**src/rtl/vga_timing_if.sv**
```systemverilog
// Video timing bundle: pixel position, sync/blank strobes and frame markers.
interface vga_timing_if;
    logic [10:0] hcount;
    logic [10:0] vcount;
    logic        hsync;
    logic        vsync;
    logic        hblnk;
    logic        vblnk;
    logic        frame_start;
    logic [15:0] frame_cnt;

    modport master (
        output hcount, vcount, hsync, vsync, hblnk, vblnk, frame_start, frame_cnt
    );

    modport slave (
        input hcount, vcount, hsync, vsync, hblnk, vblnk, frame_start, frame_cnt
    );
endinterface

```
**src/rtl/vga_timing.sv**
```systemverilog
// VGA raster timing generator, all outputs registered and aligned to one pixel.
// Optional frames-completed counter enabled by macro VGA_FRAME_CNT_EN.
module vga_timing #(
    parameter int HL_TOTAL  = 1344,
    parameter int HL_BLANK  = 1024,
    parameter int HL_SYNC_S = 1048,
    parameter int HL_SYNC_E = 1184,
    parameter int VL_TOTAL  = 806,
    parameter int VL_BLANK  = 768,
    parameter int VL_SYNC_S = 771,
    parameter int VL_SYNC_E = 777
) (
    input  logic         clk,
    input  logic         rst_n,
    vga_timing_if.master vga
);

    localparam logic [10:0] H_LAST   = 11'(HL_TOTAL - 1);
    localparam logic [10:0] H_BLANK  = 11'(HL_BLANK);
    localparam logic [10:0] H_SYNC_S = 11'(HL_SYNC_S);
    localparam logic [10:0] H_SYNC_E = 11'(HL_SYNC_E);
    localparam logic [10:0] V_LAST   = 11'(VL_TOTAL - 1);
    localparam logic [10:0] V_BLANK  = 11'(VL_BLANK);
    localparam logic [10:0] V_SYNC_S = 11'(VL_SYNC_S);
    localparam logic [10:0] V_SYNC_E = 11'(VL_SYNC_E);

    logic [10:0] hcount_r;
    logic [10:0] vcount_r;
    logic        hsync_r;
    logic        vsync_r;
    logic        hblnk_r;
    logic        vblnk_r;
    logic        frame_start_r;

    logic [10:0] h_nxt_s;
    logic [10:0] v_nxt_s;
    logic        h_wrap_s;
    logic        fs_nxt_s;

    // Next pixel position; ">=" comparisons also recover out-of-range counts.
    always_comb begin
        h_wrap_s = (hcount_r >= H_LAST);
        h_nxt_s  = h_wrap_s ? 11'd0 : (hcount_r + 11'd1);
        v_nxt_s  = vcount_r;
        if (h_wrap_s) begin
            v_nxt_s = (vcount_r >= V_LAST) ? 11'd0 : (vcount_r + 11'd1);
        end else if (vcount_r > V_LAST) begin
            v_nxt_s = 11'd0;
        end else begin
            v_nxt_s = vcount_r;
        end
        fs_nxt_s = (h_nxt_s == 11'd0) && (v_nxt_s == 11'd0);
    end

    // Counters and strobes all decoded from the next position so they stay aligned.
    always_ff @(posedge clk or negedge rst_n) begin
        if (!rst_n) begin
            hcount_r      <= 11'd0;
            vcount_r      <= 11'd0;
            hsync_r       <= 1'b0;
            vsync_r       <= 1'b0;
            hblnk_r       <= 1'b0;
            vblnk_r       <= 1'b0;
            frame_start_r <= 1'b0;
        end else begin
            hcount_r      <= h_nxt_s;
            vcount_r      <= v_nxt_s;
            hblnk_r       <= (h_nxt_s >= H_BLANK);
            hsync_r       <= (h_nxt_s >= H_SYNC_S) && (h_nxt_s < H_SYNC_E);
            vblnk_r       <= (v_nxt_s >= V_BLANK);
            vsync_r       <= (v_nxt_s >= V_SYNC_S) && (v_nxt_s < V_SYNC_E);
            frame_start_r <= fs_nxt_s;
        end
    end

`ifdef VGA_FRAME_CNT_EN
    logic [15:0] frame_cnt_r;

    // Frames-completed count, bumped on the same edge that raises frame_start.
    always_ff @(posedge clk or negedge rst_n) begin
        if (!rst_n) begin
            frame_cnt_r <= 16'd0;
        end else if (fs_nxt_s) begin
            frame_cnt_r <= frame_cnt_r + 16'd1;
        end else begin
            frame_cnt_r <= frame_cnt_r;
        end
    end

    assign vga.frame_cnt = frame_cnt_r;
`else
    assign vga.frame_cnt = 16'd0;
`endif

    assign vga.hcount      = hcount_r;
    assign vga.vcount      = vcount_r;
    assign vga.hsync       = hsync_r;
    assign vga.vsync       = vsync_r;
    assign vga.hblnk       = hblnk_r;
    assign vga.vblnk       = vblnk_r;
    assign vga.frame_start = frame_start_r;

endmodule

```
**src/flat_wrapper.sv**
```systemverilog
// flat-port wrapper written by rule: the top's interface ports become plain ports
module vga_timing_flat 
#(
    parameter int HL_TOTAL  = 1344,
    parameter int HL_BLANK  = 1024,
    parameter int HL_SYNC_S = 1048,
    parameter int HL_SYNC_E = 1184,
    parameter int VL_TOTAL  = 806,
    parameter int VL_BLANK  = 768,
    parameter int VL_SYNC_S = 771,
    parameter int VL_SYNC_E = 777
)
  (clk, rst_n, vga_hcount, vga_vcount, vga_hsync, vga_vsync, vga_hblnk, vga_vblnk, vga_frame_start, vga_frame_cnt);
  vga_timing_if vga_i ();
  input  logic clk;
  input  logic rst_n;
  output wire logic [$bits(vga_i.hcount)-1:0] vga_hcount;
  output wire logic [$bits(vga_i.vcount)-1:0] vga_vcount;
  output wire logic [$bits(vga_i.hsync)-1:0] vga_hsync;
  output wire logic [$bits(vga_i.vsync)-1:0] vga_vsync;
  output wire logic [$bits(vga_i.hblnk)-1:0] vga_hblnk;
  output wire logic [$bits(vga_i.vblnk)-1:0] vga_vblnk;
  output wire logic [$bits(vga_i.frame_start)-1:0] vga_frame_start;
  output wire logic [$bits(vga_i.frame_cnt)-1:0] vga_frame_cnt;
  assign vga_hcount = vga_i.hcount;
  assign vga_vcount = vga_i.vcount;
  assign vga_hsync = vga_i.hsync;
  assign vga_vsync = vga_i.vsync;
  assign vga_hblnk = vga_i.hblnk;
  assign vga_vblnk = vga_i.vblnk;
  assign vga_frame_start = vga_i.frame_start;
  assign vga_frame_cnt = vga_i.frame_cnt;
  vga_timing #(.HL_TOTAL(HL_TOTAL), .HL_BLANK(HL_BLANK), .HL_SYNC_S(HL_SYNC_S), .HL_SYNC_E(HL_SYNC_E), .VL_TOTAL(VL_TOTAL), .VL_BLANK(VL_BLANK), .VL_SYNC_S(VL_SYNC_S), .VL_SYNC_E(VL_SYNC_E)) u_core (.clk(clk), .rst_n(rst_n), .vga(vga_i));
endmodule
```
**config.mk**
```make
export PLATFORM = sky130hd
export DESIGN_NAME = vga_timing_flat
export DESIGN_NICKNAME = d
export VERILOG_FILES = /design/src/rtl/vga_timing_if.sv /design/src/rtl/vga_timing.sv /design/src/flat_wrapper.sv
export SDC_FILE = /design/constraint.sdc
export NUM_CORES = 1
export LEC_CHECK = 0
export CAP_MARGIN = 20
export CORE_MARGIN = 4
export CORE_UTILIZATION = 32
export DETAILED_ROUTE_END_ITERATION = 8
export DONT_BUFFER_PORTS = 1
export PLACE_DENSITY = 0.48
export SLEW_MARGIN = 5
export SYNTH_ARGS = -nofsm -noshare
export SYNTH_HDL_FRONTEND = slang
export SYNTH_SLANG_ARGS = --single-unit
```
**constraint.sdc**
```tcl
create_clock -name clk -period 2.8 [get_ports clk]
set_clock_uncertainty 0.05 [all_clocks]
set_input_delay 0.28 -clock clk [delete_from_list [all_inputs] [get_ports clk]]
set_output_delay 0.28 -clock clk [all_outputs]
set_load 0.02 [all_outputs]
```
# ---- Word-level counts from Yosys, hierarchy flattened
# Index checks and enable logic that the tools add are counted.
dict set report totals {
  output_inout_bits 43
  wordCells 27
  input_bits 2
  regBits 27
}
dict set report classes {
  addsub 2
  n_lt_le_gt_ge 9
  reduce_logical 5
  mux 4
}
# cell n
set op_table {}
lappend op_table {{2-to-1 mux 11 bit} 4}
lappend op_table {{>= comparator 11 x 10 -> 1 bit (second input constant)} 3}
lappend op_table {{>= comparator 11 bit (second input constant)} 3}
lappend op_table {{adder 11 x 1 -> 11 bit (second input constant)} 2}
lappend op_table {{zero test 11 bit} 2}
lappend op_table {{greater-than comparator 11 x 10 -> 1 bit (second input constant)} 1}
lappend op_table {{< comparator 11 x 10 -> 1 bit (second input constant)} 1}
lappend op_table {{< comparator 11 bit (second input constant)} 1}
lappend op_table {{logical AND 1 bit} 3}

# ---- Longest topological paths before layout
dict set report logic_depth {
  word_depth 5
  mapped_depth 10
  mapped_depth_nobuf 9
}

# ---- Worst setup path before layout
# No wires, ideal clock.
dict set report synth_timing {
  kind {reg2reg}
  start {register u_core.hcount_r[0] (netlist: u_core.vga.hcount[0])}
  end {register u_core.vsync_r (netlist: u_core.vga.vsync)}
  arrival_time_ps 2543
  n_path_buf 2
  slack_ps 101
  path_stages_with_launch 11
  setup_ps 107
  t_required_ps 2643
  path_cell_list {dfrtp_1 > ha_1 > buf_6 > a21o_1 > a2111oi_4 > or2_1 > buf_4 > or3_1 > a21oi_1 > or4_4 > a2111oi_4}
}
dict set report synth_between {
  elab_chain_len 4
  elab_cells_between_ends 5
  classes_between {order compare: 3; mux: 1; reduce/logical: 1}
}
# element line
set synth_lines {}
lappend synth_lines {{start: declaration} vga_timing.sv:27} ;# logic [10:0] hcount_r;
lappend synth_lines {{start signal: assignment} vga_timing.sv:66} ;# hcount_r <= h_nxt_s;
lappend synth_lines {{>= comparator 11 bit (*)} vga_timing.sv:42} ;# h_wrap_s = (hcount_r >= H_LAST);
lappend synth_lines {{2-to-1 mux 11 bit (*)} vga_timing.sv:45} ;# if (h_wrap_s) begin
lappend synth_lines {{via u_core.v_nxt_s[7]} vga_timing.sv:36} ;# logic [10:0] v_nxt_s;
lappend synth_lines {{>= comparator 11 x 10 -> 1 bit or < comparator 11 x 10 -> 1 bit (tied branches)} vga_timing.sv:71} ;# vsync_r <= (v_nxt_s >= V_SYNC_S) && (v_nxt_s < V_SYNC_E);
lappend synth_lines {{logical AND 1 bit (*)} vga_timing.sv:71}
lappend synth_lines {{end signal: assignment} vga_timing.sv:71}
lappend synth_lines {{end: declaration} vga_timing.sv:30} ;# logic vsync_r;
# The timed path passes the listed nets; every way through them passes the cells marked *.

# ---- Worst setup path in the final report
dict set report layout_timing {
  start {register u_core.vcount_r[1] (netlist: u_core.vga.vcount[1])}
  end {register u_core.vsync_r (netlist: u_core.vga.vsync)}
}
dict set report layout_between {
  elab_chain_len 5
  elab_cells_between_ends 9
  classes_between {add/sub: 1; order compare: 4; mux: 3; reduce/logical: 1}
}
# element line
set layout_lines {}
lappend layout_lines {{start: declaration} vga_timing.sv:28} ;# logic [10:0] vcount_r;
lappend layout_lines {{start signal: assignment} vga_timing.sv:67} ;# vcount_r <= v_nxt_s;
lappend layout_lines {{adder 11 x 1 -> 11 bit, or another cell as far along} vga_timing.sv:46} ;# v_nxt_s = (vcount_r >= V_LAST) ? 11'd0 : (vcount_r + 11'd1);
lappend layout_lines {{2-to-1 mux 11 bit (on tied branches)} {vga_timing.sv:46, vga_timing.sv:47}}
lappend layout_lines {{2-to-1 mux 11 bit (*)} vga_timing.sv:45}
lappend layout_lines {{via u_core.v_nxt_s[5]} vga_timing.sv:36}
lappend layout_lines {{>= comparator 11 x 10 -> 1 bit or < comparator 11 x 10 -> 1 bit (tied branches)} vga_timing.sv:71}
lappend layout_lines {{logical AND 1 bit (*)} vga_timing.sv:71}
# Marks and branches as above.

==> flow_results.xml <==
<?xml version="1.0" encoding="UTF-8"?>
<metrics>
  <group name="run_status">
    <metric name="outcome" unit="">finished clean</metric>
  </group>
  <group name="worst_hold_path">
    <metric name="hp-class" unit="">in2async</metric>
  </group>
  <group name="placement">
    <metric name="hpwl" unit="mm">3.393</metric>
    <metric name="gpl.final_weighted_congestion" unit="">0.9012</metric>
    <metric name="buffer_ports.inserted" unit="">0</metric>
    <metric name="dpl.cell_count" unit="">275</metric>
    <metric name="pre_cts_ws" unit="ns">0.1576</metric>
  </group>
  <group name="floorplan">
    <metric name="design.die.area" unit="um2">6800</metric>
    <metric name="std_cell_rows" unit="">26</metric>
    <metric name="design.portCount" unit="">45</metric>
    <metric name="floorplan.core_area" unit="um2">5238</metric>
    <metric name="die-width" unit="um">82.46</metric>
    <metric name="dieHeight" unit="um">82.46</metric>
    <metric name="start_util" unit="">0.3387</metric>
  </group>
  <group name="clock_tree">
    <metric name="numCtsBuffers" unit="">3</metric>
    <metric name="cts-htree-levels" unit="">1</metric>
    <metric name="worst_setup_hold_path_clk_slew" unit="ns">0.10</metric>
    <metric name="clock-root-buffer" unit="">clkbuf_8</metric>
    <metric name="cts_post_setup_buffers_inserted" unit="">0</metric>
    <metric name="tritoncts" unit="">done</metric>
    <metric name="cts.sink_count" unit="">27</metric>
    <metric name="clock_latency" unit="ns">0.28</metric>
    <metric name="max-clock-path-buffers" unit="">2</metric>
  </group>
  <group name="setup_path">
    <metric name="critical_path_arrival" unit="ns">2.79</metric>
    <metric name="cp-start-kind" unit="">register</metric>
    <metric name="critPathTopFamily" unit="">simple AND/OR/NAND/NOR gates</metric>
    <metric name="regToRegStartpoint" unit="">u_core.vga.vcount[1]$_DFF_PN0_</metric>
    <metric name="cp_max_fo" unit="">5</metric>
    <metric name="crit_type" unit="">reg2reg</metric>
    <metric name="critical_path_buf_inv_count" unit="">1</metric>
    <metric name="critical_path.cell_chain" unit="">inv_1 -&gt; ha_1 -&gt; nor4b_1 -&gt; nand3_1 -&gt; o21ai_2 -&gt; o21ai_1 -&gt; o2bb2ai_1 -&gt; or4_4 -&gt; a2111oi_4</metric>
    <metric name="cp_num_cells" unit="">9</metric>
    <metric name="timing.critical_path.required" unit="ns">2.94</metric>
    <metric name="timing.critical_path.slowest_stage_cell" unit="">or4_4</metric>
    <metric name="critPathCapture" unit="">u_core.vga.vsync$_DFF_PN0_</metric>
    <metric name="r2r_slack" unit="ns">0.14</metric>
    <metric name="max_stage_delay_on_crit_path" unit="ns">0.53</metric>
    <metric name="regToRegEndpoint" unit="">u_core.vga.vsync$_DFF_PN0_</metric>
    <metric name="worst_setup_path_end_kind" unit="">register</metric>
    <metric name="crit_start" unit="">u_core.vga.vcount[1]$_DFF_PN0_</metric>
    <metric name="cell_depth_of_the_worst_flop_to_flop_path" unit="">9</metric>
  </group>
  <group name="sta">
    <metric name="max_slew.worst_pin.slew" unit="ns">0.4847</metric>
    <metric name="setup_slack" unit="ns">0.1431</metric>
    <metric name="clock.fmax" unit="GHz">0.3764</metric>
    <metric name="layout_min_cycle_time" unit="ns">2.657</metric>
    <metric name="final_hold_fails" unit="">0</metric>
    <metric name="timing_max_transition_violations_final" unit="">0</metric>
    <metric name="final_min_period_over_clock_period" unit="">0.9489</metric>
    <metric name="slew_headroom" unit="">0.6723</metric>
    <metric name="finalSetupViolCount" unit="">0</metric>
  </group>
  <group name="power_and_ir_drop">
    <metric name="p_leak" unit="nW">0.9017</metric>
    <metric name="vdd_drop_max" unit="mV">0.2100</metric>
    <metric name="powerDensity" unit="nW/um2">333.4</metric>
    <metric name="post-layout-total-power" unit="mW">0.6717</metric>
  </group>
  <group name="layout">
    <metric name="finish.net_count" unit="">217</metric>
    <metric name="drive_gt1_frac" unit="">0.1896</metric>
    <metric name="multiInputGateArea" unit="um2">980.9</metric>
    <metric name="final_core_utilization" unit="">0.3846</metric>
    <metric name="final_cell_mix" unit="">27 x dfrtp_1, 24 x buf_4, 22 x nor2_1, 17 x conb_1, 14 x nand2_1</metric>
    <metric name="seq_area" unit="um2">675.6</metric>
    <metric name="layout_commonest_cell" unit="">dfrtp_1</metric>
    <metric name="num-fill-cells" unit="">538</metric>
    <metric name="area.growth.synth_to_final" unit="%">13.54</metric>
    <metric name="final_cell_count_without_fillers" unit="">281</metric>
    <metric name="antenna_cells" unit="">0</metric>
  </group>
  <group name="global_routing">
    <metric name="grt_use_total" unit="">0.1435</metric>
    <metric name="grt_antenna_before_repair" unit="">0</metric>
    <metric name="grt_pass1_wl" unit="mm">7.376</metric>
    <metric name="grt_start_max_net_pins" unit="">28</metric>
    <metric name="grt_overflow_total" unit="">0</metric>
    <metric name="grt_pass1_vias" unit="">1464</metric>
  </group>
  <group name="route">
    <metric name="routed_wl" unit="mm">4.432</metric>
    <metric name="routedWlPerCell" unit="um">15.77</metric>
    <metric name="drtAntennaViolNets" unit="">0</metric>
    <metric name="drc" unit="">0</metric>
    <metric name="firstDrtPassIters" unit="">4</metric>
    <metric name="num_vias" unit="">1392</metric>
    <metric name="drt_first_iter_violations" unit="">126</metric>
    <metric name="viasPerCell" unit="">4.954</metric>
  </group>
  <group name="synth">
    <metric name="synthesis.area_per_instance" unit="um2">9.387</metric>
    <metric name="yosysUniqueCellTypes" unit="">54</metric>
    <metric name="share_of_flip_flops_with_an_asynchronous_set_or_reset" unit="">1.000</metric>
    <metric name="synth.cell_area" unit="um2">1774</metric>
    <metric name="post_synthesis_register_bit_count" unit="">27</metric>
    <metric name="synth_enable_flop_cells" unit="">0</metric>
    <metric name="synthCells" unit="">189</metric>
    <metric name="synth_top_flop_cell" unit="">dfrtp_1</metric>
    <metric name="synthesis.yosys.warnings" unit="">0</metric>
    <metric name="seq_area_frac_synth" unit="">0.3808</metric>
  </group>
  <group name="run">
    <metric name="drv.max_cap_violation_count" unit="">0</metric>
  </group>
</metrics>
## area by class of cell
type                            count  area share
Clock buffer                        4     0.02236
Inverter                            4    0.007453
Multi-Input combinational cell    150      0.4870
Sequential cell                    27      0.3354
Tap cell                           70     0.04348
Timing Repair Buffer               26      0.1043
## how the worst min path moves through the flow
stage,startpoint,end
after floorplan,rst_n,u_core.vga.frame_start$_DFF_PN0_
after global placement,rst_n,u_core.vga.vcount[10]$_DFF_PN0_
after detailed placement,rst_n,u_core.vga.vcount[10]$_DFF_PN0_
after CTS,rst_n,u_core.vga.vcount[2]$_DFF_PN0_
after global routing,rst_n,u_core.vga.vcount[2]$_DFF_PN0_
final,rst_n,u_core.vga.vcount[2]$_DFF_PN0_
## synthesized netlist by cell type, types with 3 or more instances
library cell / count / area [um2]
a21o_1: 3 / 22.52
a21oi_1: 5 / 25.02
a31oi_1: 3 / 18.77
and2_1: 6 / 37.54
and3_1: 4 / 25.02
buf_2: 3 / 15.01
buf_4: 18 / 135.1
dfrtp_1: 27 / 675.7
ha_1: 3 / 37.54
inv_1: 4 / 15.01
nand2_1: 14 / 52.55
nand2b_1: 4 / 25.02
nand3_1: 6 / 30.03
nand4_1: 3 / 18.77
nand4b_1: 3 / 26.28
nor2_1: 22 / 82.58
o21ai_0: 6 / 30.03
o21ai_1: 3 / 15.01
or3_1: 4 / 25.02
xor2_1: 6 / 52.55
## flip-flops by register name (all words and copies together), names as in the netlist
| name | count |
|---|---|
| u_core.vga.frame_start | 1 |
| u_core.vga.hsync | 1 |
| u_core.vga.hblnk | 1 |
| u_core.vga.vcount | 11 |
| u_core.vga.vsync | 1 |
| u_core.vga.hcount | 11 |
| u_core.vga.vblnk | 1 |
## report_power, final
| group | total [mW] | switching, mW | internal (mW) |
|---|---|---|---|
| clock network | 0.234 | 0.132 | 0.102 |
| registers | 0.392 | 0.00206 | 0.390 |
| logic | 0.0450 | 0.0354 | 0.00955 |
| total | 0.672 | 0.169 | 0.502 |
## cell families after synthesis
group	Yosys count	share of synthesized area
buf+inv	28	0.1037
simple gates	83	0.2609
fa+ha+maj	3	0.02116
xor+xnor	8	0.03949
compound gates	37	0.1798
other cells	1	0.002114
mux	2	0.01199
flops	27	0.3808
## worst register-to-register path: cells and delay by family (launching register included)
kind	cells	cell delay (ns)
adders and majority gates	1	0.14
AOI/OAI and AO/OA	4	0.67
and+or+nand+nor	3	1.18
DFF	1	0.42
buffers and inverters	1	0.10
## repair_timing
action | 4_1_cts | 5_1_grt
hold buffers | 2 | 0
resized for setup | 0 | 1
endpoints found under the setup margin | 0 | 1
endpoints found under the hold margin | 27 | 0
## stage by stage
stage / area (um2) / TNS (ns) / hold slack (ns)
detailed placement: 1933 / 0 / -0.06500
finish: 2014 / 0 / 0.3651
global placement: 1933 / 0 / -0.06495
floorplan: 1834 / 0 / -0.06559
global route: 2014 / -0.007621 / 0.3910
CTS: 2008 / 0 / 0.3723
## routing by layer
layer	global-route usage	wire length, um	vias up
li1	-	-	685
met1	0.1879	1993	647
met2	0.2236	1926	55
met3	0.04772	453	5
met4	0.04319	59	0
met5	0	0	-
Power figures use the tool's default switching activity.
